--- config.mk ---
export PLATFORM = sky130hd
export DESIGN_NAME = alu_exec_unit
export DESIGN_NICKNAME = d
export VERILOG_FILES = /design/src/rtl/alu_exec_unit_pkg.sv /design/src/rtl/alu_shift_seq.sv /design/src/rtl/alu_exec_unit.sv
export SDC_FILE = /design/constraint.sdc
export NUM_CORES = 1
export LEC_CHECK = 0
export ABC_AREA = 0
export BUFFER_PORTS_ARGS = -buffer_cell sky130_fd_sc_hd__buf_4
export CAP_MARGIN = 40
export CELL_PAD_IN_SITES_DETAIL_PLACEMENT = 1
export CELL_PAD_IN_SITES_GLOBAL_PLACEMENT = 1
export CORE_AREA = 2 2 188 190
export DETAILED_ROUTE_END_ITERATION = 6
export DIE_AREA = 0 0 190 192
export HOLD_SLACK_MARGIN = 0.05
export PLACE_DENSITY_LB_ADDON = 0.1
export REMOVE_ABC_BUFFERS = 1
export SLEW_MARGIN = 20
export SYNTH_ARGS = -nofsm -noshare
export SYNTH_HDL_FRONTEND = slang
export SYNTH_SLANG_ARGS = --single-unit
--- constraint.sdc ---
create_clock -name clk -period 4.4 [get_ports clk]
set_input_delay 0.88 -clock clk [delete_from_list [all_inputs] [get_ports clk]]
set_output_delay 0.88 -clock clk [all_outputs]
set_load 0.02 [all_outputs]
--- src/rtl/alu_exec_unit_pkg.sv ---
// Shared definitions for the execution ALU and the ALU controller: operation codes,
// default widths and the execution FSM state encoding.
package alu_exec_unit_pkg;

  localparam int ALU_WIDTH   = 32;
  localparam int ALU_SHAMT_W = 5;

  localparam logic [3:0] ALU_ADD     = 4'd0;
  localparam logic [3:0] ALU_SUB     = 4'd1;
  localparam logic [3:0] ALU_AND     = 4'd2;
  localparam logic [3:0] ALU_XOR     = 4'd3;
  localparam logic [3:0] ALU_OR      = 4'd4;
  localparam logic [3:0] ALU_NOR     = 4'd5;
  localparam logic [3:0] ALU_SLL     = 4'd6;
  localparam logic [3:0] ALU_SRL     = 4'd7;
  localparam logic [3:0] ALU_NE      = 4'd8;
  localparam logic [3:0] ALU_EQ      = 4'd9;
  localparam logic [3:0] ALU_SLT     = 4'd10;
  localparam logic [3:0] ALU_LE      = 4'd11;
  localparam logic [3:0] ALU_GT      = 4'd12;
  localparam logic [3:0] ALU_GE      = 4'd13;
  localparam logic [3:0] ALU_LUI     = 4'd14;
  localparam logic [3:0] ALU_ILLEGAL = 4'd15;

  typedef enum logic [1:0] {
    ST_IDLE  = 2'd0,
    ST_SHIFT = 2'd1,
    ST_DONE  = 2'd2
  } alu_state_t;

  function automatic logic is_shift(input logic [3:0] code);
    return (code == ALU_SLL) || (code == ALU_SRL);
  endfunction

endpackage

--- src/rtl/alu_shift_seq.sv ---
// Iterative 1-bit-per-cycle shifter: loads on start, then shifts until its count
// runs out; 'last' flags the cycle whose shift produces the final value.
module alu_shift_seq
  import alu_exec_unit_pkg::*;
#(
  parameter int WIDTH   = ALU_WIDTH,
  parameter int SHAMT_W = ALU_SHAMT_W
) (
  input  logic               clk,
  input  logic               rst,
  input  logic               start,
  input  logic               left,
  input  logic [WIDTH-1:0]   value,
  input  logic [SHAMT_W-1:0] shamt,
  output logic               last,
  output logic [WIDTH-1:0]   shifted
);

  logic [WIDTH-1:0]   acc_r;
  logic [SHAMT_W-1:0] cnt_r;
  logic               left_r;

  // accumulator and remaining-count registers
  always_ff @(posedge clk) begin
    if (rst) begin
      acc_r  <= {WIDTH{1'b0}};
      cnt_r  <= {SHAMT_W{1'b0}};
      left_r <= 1'b0;
    end else if (start) begin
      acc_r  <= value;
      cnt_r  <= shamt;
      left_r <= left;
    end else if (cnt_r != {SHAMT_W{1'b0}}) begin
      acc_r <= shifted;
      cnt_r <= cnt_r - {{(SHAMT_W-1){1'b0}}, 1'b1};
    end else begin
      acc_r <= acc_r;
      cnt_r <= cnt_r;
    end
  end

  // one-step shift of the accumulator and final-step detect
  always_comb begin
    if (left_r) begin
      shifted = {acc_r[WIDTH-2:0], 1'b0};
    end else begin
      shifted = {1'b0, acc_r[WIDTH-1:1]};
    end
    last = (cnt_r == {{(SHAMT_W-1){1'b0}}, 1'b1});
  end

endmodule

--- src/rtl/alu_exec_unit.sv ---
// Multi-cycle execution ALU with valid/ready handshakes on both sides.
// Define ALU_BARREL_SHIFT_EN for single-cycle shifts; default build shifts iteratively.
module alu_exec_unit
  import alu_exec_unit_pkg::*;
#(
  parameter int WIDTH   = ALU_WIDTH,
  parameter int SHAMT_W = ALU_SHAMT_W
) (
  input  logic             clk,
  input  logic             rst,
  input  logic             in_valid,
  output logic             in_ready,
  input  logic [3:0]       alu_ctrl,
  input  logic [WIDTH-1:0] a,
  input  logic [WIDTH-1:0] b,
  output logic             out_valid,
  input  logic             out_ready,
  output logic [WIDTH-1:0] result,
  output logic             zero,
  output logic             carry,
  output logic             ovf,
  output logic             illegal
);

  alu_state_t         state_r, state_nxt_s;
  logic [WIDTH-1:0]   result_r;
  logic               zero_r, carry_r, ovf_r, illegal_r;

  logic [WIDTH:0]     sum_s, diff_s;
  logic [WIDTH+15:0]  lui_wide_s;
  logic [WIDTH-1:0]   op_res_s;
  logic               op_carry_s, op_ovf_s, op_ill_s;
  logic [SHAMT_W-1:0] shamt_s;
  logic               go_shift_s;
  logic               shift_last_s;
  logic [WIDTH-1:0]   shift_val_s;

  assign shamt_s = b[SHAMT_W-1:0];

`ifdef ALU_BARREL_SHIFT_EN
  assign go_shift_s   = 1'b0;
  assign shift_last_s = 1'b0;
  assign shift_val_s  = {WIDTH{1'b0}};
`else
  assign go_shift_s = (state_r == ST_IDLE) && in_valid && is_shift(alu_ctrl)
                      && (shamt_s != {SHAMT_W{1'b0}});

  alu_shift_seq #(
    .WIDTH   (WIDTH),
    .SHAMT_W (SHAMT_W)
  ) u_shift (
    .clk     (clk),
    .rst     (rst),
    .start   (go_shift_s),
    .left    (alu_ctrl == ALU_SLL),
    .value   (a),
    .shamt   (shamt_s),
    .last    (shift_last_s),
    .shifted (shift_val_s)
  );
`endif

  // single-cycle operation result and flags from the live request inputs
  always_comb begin
    sum_s      = {1'b0, a} + {1'b0, b};
    diff_s     = {1'b0, a} - {1'b0, b};
    lui_wide_s = {{WIDTH{1'b0}}, b[15:0]} << 5'd16;
    op_res_s   = {WIDTH{1'b0}};
    op_carry_s = 1'b0;
    op_ovf_s   = 1'b0;
    op_ill_s   = 1'b0;
    case (alu_ctrl)
      ALU_ADD: begin
        op_res_s   = sum_s[WIDTH-1:0];
        op_carry_s = sum_s[WIDTH];
        op_ovf_s   = (a[WIDTH-1] == b[WIDTH-1]) && (sum_s[WIDTH-1] != a[WIDTH-1]);
      end
      ALU_SUB: begin
        op_res_s   = diff_s[WIDTH-1:0];
        op_carry_s = diff_s[WIDTH];
        op_ovf_s   = (a[WIDTH-1] != b[WIDTH-1]) && (diff_s[WIDTH-1] != a[WIDTH-1]);
      end
      ALU_AND: op_res_s = a & b;
      ALU_XOR: op_res_s = a ^ b;
      ALU_OR:  op_res_s = a | b;
      ALU_NOR: op_res_s = ~(a | b);
`ifdef ALU_BARREL_SHIFT_EN
      ALU_SLL: op_res_s = a << shamt_s;
      ALU_SRL: op_res_s = a >> shamt_s;
`else
      // only reached with a zero shift amount; nonzero amounts go to the shifter
      ALU_SLL: op_res_s = a;
      ALU_SRL: op_res_s = a;
`endif
      ALU_NE:  op_res_s = {{(WIDTH-1){1'b0}}, (a != b)};
      ALU_EQ:  op_res_s = {{(WIDTH-1){1'b0}}, (a == b)};
      ALU_SLT: op_res_s = {{(WIDTH-1){1'b0}}, ($signed(a) <  $signed(b))};
      ALU_LE:  op_res_s = {{(WIDTH-1){1'b0}}, ($signed(a) <= $signed(b))};
      ALU_GT:  op_res_s = {{(WIDTH-1){1'b0}}, ($signed(a) >  $signed(b))};
      ALU_GE:  op_res_s = {{(WIDTH-1){1'b0}}, ($signed(a) >= $signed(b))};
      ALU_LUI: op_res_s = lui_wide_s[WIDTH-1:0];
      default: op_ill_s = 1'b1;
    endcase
  end

  // FSM state register
  always_ff @(posedge clk) begin
    if (rst) begin
      state_r <= ST_IDLE;
    end else begin
      state_r <= state_nxt_s;
    end
  end

  // FSM next-state logic
  always_comb begin
    state_nxt_s = state_r;
    case (state_r)
      ST_IDLE: begin
        if (in_valid) begin
          if (go_shift_s) begin
            state_nxt_s = ST_SHIFT;
          end else begin
            state_nxt_s = ST_DONE;
          end
        end else begin
          state_nxt_s = ST_IDLE;
        end
      end
      ST_SHIFT: begin
        if (shift_last_s) begin
          state_nxt_s = ST_DONE;
        end else begin
          state_nxt_s = ST_SHIFT;
        end
      end
      ST_DONE: begin
        if (out_ready) begin
          state_nxt_s = ST_IDLE;
        end else begin
          state_nxt_s = ST_DONE;
        end
      end
      default: state_nxt_s = ST_IDLE;
    endcase
  end

  // result/flag registers: load on accept or shift completion, hold while DONE
  always_ff @(posedge clk) begin
    if (rst) begin
      result_r  <= {WIDTH{1'b0}};
      zero_r    <= 1'b0;
      carry_r   <= 1'b0;
      ovf_r     <= 1'b0;
      illegal_r <= 1'b0;
    end else if ((state_r == ST_IDLE) && in_valid && !go_shift_s) begin
      result_r  <= op_res_s;
      zero_r    <= (op_res_s == {WIDTH{1'b0}});
      carry_r   <= op_carry_s;
      ovf_r     <= op_ovf_s;
      illegal_r <= op_ill_s;
    end else if ((state_r == ST_SHIFT) && shift_last_s) begin
      result_r  <= shift_val_s;
      zero_r    <= (shift_val_s == {WIDTH{1'b0}});
      carry_r   <= 1'b0;
      ovf_r     <= 1'b0;
      illegal_r <= 1'b0;
    end else begin
      result_r  <= result_r;
      zero_r    <= zero_r;
      carry_r   <= carry_r;
      ovf_r     <= ovf_r;
      illegal_r <= illegal_r;
    end
  end

  assign in_ready  = (state_r == ST_IDLE);
  assign out_valid = (state_r == ST_DONE);
  assign result    = result_r;
  assign zero      = zero_r;
  assign carry     = carry_r;
  assign ovf       = ovf_r;
  assign illegal   = illegal_r;

endmodule

# [Yosys cells after proc, flatten, opt, wreduce, memory -nomap -nowiden]
# Cells that the tools add are included.
[op_classes] n_reduce_logical=19 add_sub_neg=3 n_eq_ne=23 magnitude_cmp=4 n_mux=22 bitwise=4
[ops] operator="one-hot mux 32 bit (14 select lines)" n=1
[ops] operator="two-way mux 32 bit" n=5
[ops] operator="zero test 32 bit" n=2
[ops] operator="adder 32 x 32 -> 33 bit" n=1
[ops] operator="subtractor 32 x 32 -> 33 bit" n=1
[ops] operator="AND 32 bit" n=1
[ops] operator="== test 32 bit" n=1
[ops] operator="greater-or-equal comparator 32 bit" n=1
[ops] operator="greater-than comparator 32 bit" n=1
[ops] operator="<= comparator 32 bit" n=1
[ops] operator="< comparator 32 bit" n=1
[ops] operator="inequality test 32 bit" n=1
[ops] operator="inverter 32 bit" n=1
[ops] operator="bitwise OR 32 bit" n=1
[ops] operator="XOR 32 bit" n=1
[ops] operator="== test 4 bit, second input constant" n=7
[ops] operator="== test 4 x 3 -> 1 bit, second input constant" n=4
[ops] operator="OR reduction 15 bit" n=1
[ops] operator="two-way mux 5 bit" n=2
[ops] operator="nonzero test 5 bit" n=2
[ops] operator="== test 4 x 2 -> 1 bit, second input constant" n=2
[ops] operator="two-way mux 2 bit" n=4
[ops] operator="logical AND 1 bit" n=7
[ops] operator="two-way mux 1 bit" n=7
[ops] operator="15 further kinds" n=19
[word_totals] wordCells=84 reg_bits=76

# [Logic depth before layout (Yosys ltp)]
[depth] depth_word=7 ltp_mapped=15

# [Hierarchy]
# A second synthesis with hierarchy kept.
[hier_totals] cells_unflattened=1491 area_unflattened_um2=10580.1
[modules_own_cells] mod="alu_exec_unit" cells_per_inst=1229 area_per_inst_um2=8294.2 instances=1
[modules_own_cells] mod="alu_shift_seq" cells_per_inst=262 area_per_inst_um2=2285.9 instances=1

# [Worst setup path before layout]
# No wires, ideal clock.
[synth_timing] path_kind="input-to-reg" start="input port a[0]" end="register zero_r, in the netlist zero" setup_time_ns=0.096 n_path_buf=0 path_stages=13 setup_slack_ns=0.526 arrival_time_ns=3.778 cell_sequence="ha_1 fa_1 a211oi_2 nor3b_4 o31ai_4 a21oi_2 a221o_1 a2bb2o_4 nor4_2 nand3_1 nor4_2 nand4_1 o41ai_2"
[synth_via] elab_chain_len=5 word_cells_on_any_way=15
[synth_rtl] item="start: declaration" line="alu_exec_unit.sv:14" rtl="input logic [WIDTH-1:0] a,"
[synth_rtl] item="branches (longest 2 deep; another with subtractor 32 x 32 -> 33 bit)"
[synth_rtl] item="one-hot mux 32 bit (14 select lines) *" line="alu_exec_unit.sv:72" rtl="case (alu_ctrl)"
[synth_rtl] item="zero test 32 bit *" line="alu_exec_unit.sv:158" rtl="zero_r <= (op_res_s == {WIDTH{1'b0}});"
[synth_rtl] item="two-way mux 1 bit *" line="alu_exec_unit.sv:156" rtl="end else if ((state_r == ST_IDLE) && in_valid && !go_shift_s) begin"
[synth_rtl] item="end signal: assignment" line="alu_exec_unit.sv:158"
[synth_rtl] item="end signal: assignment" line="alu_exec_unit.sv:164" rtl="zero_r <= (shift_val_s == {WIDTH{1'b0}});"
[synth_rtl] item="end signal: assignment" line="alu_exec_unit.sv:170" rtl="zero_r <= zero_r;"
[synth_rtl] item="end: declaration" line="alu_exec_unit.sv:27" rtl="logic zero_r, carry_r, ovf_r, illegal_r;"
# Every way passes the cells marked *.
# A chain may end at the register's enable or synchronous reset.

# [Worst setup path after layout]
[layout_timing] start="input port a[5]" end="register zero_r, in the netlist zero"
# Same word-level chain as after synthesis.

==> metrics.txt <==
ys async rst share 0; dpl hpwl 44900 um; vias per cell 5.91; clock root cell clkbuf_16; Hold Vio Cnt, Final 0; Fin Hold WS 0.494 ns; CTS Sinks 76; Cells after Synth 1483; Worst R2R End zero; CP max FO 8; H-Tree Level Count 3; share of layout cells above drive strength 1 0.193; first-pass GRT wire length 82000 um; power density cells 337 mW/mm^2; FF-to-FF setup slack 1.46 ns; final core utilization 0.376; pre-CTS WS -0.0586 ns; clock slew at reported path FFs 0.06 ns; Synth area leaders dfxtp_1 14%, ha_1 12%, nor2_1 7.0%; post-CTS setup buffers 0; slew margin rel. 0.392; Max clock buf depth 2; Post-synth EDFFs 0; Final Wtd Congestion 0.935; Worst Path Required 4.66 ns; Final setup viols 0; Final #Nets 1808; post-route clock skew 0.00949 ns; GRT Total Usage 0.302; register area share after synthesis 0.144; Pre-antenna DRT Iters 6; critical path type input port to register; Die W 190 um; FP Rows 68; WHS Endpoint u_shift.cnt_r[4]; fillers 4286; total CTS buffers 9; antenna violations before repair 0; fin crit share 0.939; Syn. warnings 0; status complete, no violations; Core ar. 0.0343 sq mm; final wirelength 55200 um; CTS tree built; Synth Cell Area 0.0106 sq mm; vias in the first global route 12600; flops & latches, synth 76; RSZ-0062 raised after global routing no; Clock Latency Late Sink 0.35 ns; Mean Syn Cell Area 7.11 sq um; Fmax 242 MHz; post-synth top area cell dfxtp_1; overall die height 192 um; Pleak 0.00545 uW; synthesis-to-layout area growth 22.3%; Synth Flop Type dfxtp_1; hold_buf cts 0; PostCTS Resize Cnt 0; GRT Residual Overflow 0; total power 4350 uW; Max VDD drop 0.000224 V; Max Cap Viol 0; Hold Crit Start u_shift.cnt_r[4]; largest net degree at the start of global routing 74; area share of the largest cell type after synthesis 0.144; FF-to-FF path depth 11; die area 0.0365 sq mm; crit end category register; crit path launch type input port; Slew @ Worst Pin 0.911 ns; initial core utilization 0.308; setup ws final 0.269 ns; Starting DRT DRC Count 984; Period minus WS final 4.13 ns; reg-to-reg startpoint u_shift.cnt_r[0]; Worst Path Arrival 4.39 ns; number of distinct library cells after synthesis 98; Post-synth top cells 196 x nor2_1, 133 x a21oi_1, 105 x ha_1, 99 x inv_1, 99 x nand2_1; most frequent cell after synthesis nor2_1; Hold Path Stages 2; ant diodes 0; io pins 110; Routed wire per std cell 26.4 um; via count 12300; Max Slew Vio Count 0; DRC 0; post-route ant nets 0; Hold WC Path Type register to register; IO buf count 109
==> cell families after synthesis <==
family,share of synthesized area
buf+inv,0.0865
compound gates,0.345
fa+ha+maj,0.128
mux,0.0382
simple gates,0.225
flops,0.144
xor+xnor,0.0324
==> how the worst max path moves through the flow <==
stage          start  endpoint  slack (ns)  cells past startpoint
2_1_floorplan   b[1]      zero        0.01                     11
3_3_place_gp    b[0]      zero      -0.002                     14
3_5_place_dp    b[0]      zero       -0.06                     14
4_1_cts         b[0]      zero        0.28                     14
5_1_grt         a[5]      zero        0.13                     14
6_report        a[5]      zero        0.27                     14
==> state kept, by name, indices dropped and copies added (netlist names) <==
signal / flops
illegal: 1
u_shift.acc_r: 32
carry: 1
result: 32
ovf: 1
state_r: 2
zero: 1
u_shift.cnt_r: 5
u_shift.left_r: 1
==> critical path, stage by stage <==
cell and delay (ns):
buf_4 0.15, inv_1 0.06, ha_1 0.39, nor3_1 0.39, o21ai_1 0.22, o2111ai_4 0.24, a31oi_1 0.17, a221o_1 0.38
a2bb2o_4 0.21, nor4_2 0.33, nand3_1 0.17, nor4_2 0.31, nand4_1 0.19, o41ai_2 0.29
==> cells in the final DEF, fill, tap and decap left out, drive strengths merged, types with 10 or more instances in the layout <==
master	count
nand2	99
and2	10
o21ai	70
a21oi	136
dfxtp	76
buf	246
o31ai	18
nor3	35
nor4	20
inv	103
nand4	21
nand3	26
nor2	196
nor2b	14
a21o	20
xnor2	27
a211oi	78
nand2b	17
ha	105
clkbuf	14
o211ai	24
mux2i	38
a221oi	11
a22oi	28
xor2	12
a31oi	15
==> stage by stage <==
stage	instance area [sq um]	TNS (ns)	instances
floorplan	10000	0	1372
global placement	12600	-0.00155	2071
detailed placement	12600	-0.0586	2072
CTS	12900	0	2087
global route	12900	0	2088
finish	12900	0	2088
==> final cells by class <==
| type | instances | area [sq um] | area share |
|---|---|---|---|
| well taps | 455 | 569 | 0.0441 |
| flip-flops and latches | 76 | 1520 | 0.118 |
| clock buffers | 14 | 274 | 0.0212 |
| clock inverters | 1 | 30.0 | 0.00233 |
| repair buffers | 246 | 1940 | 0.151 |
| inverters | 104 | 390 | 0.0303 |
| multi-input cells | 1192 | 8170 | 0.633 |
==> power by group <==
group / total, uW / leakage, uW / internal, uW / switching [uW]
clock network: 777 / 0.000149 / 483 / 294
registers: 1010 / 0.000624 / 861 / 147
logic: 2560 / 0.00468 / 941 / 1620
total: 4350 / 0.00545 / 2290 / 2060
==> per-layer routing <==
metal	GRT usage	up-vias	part of all wire
met2	0.515	417	0.47
met3	0.0333	121	0.044
li1	-	5724	-
met5	0	-	0
met4	0.149	0	0.055
met1	0.378	6070	0.43
(Power assumes the default switching activity.)
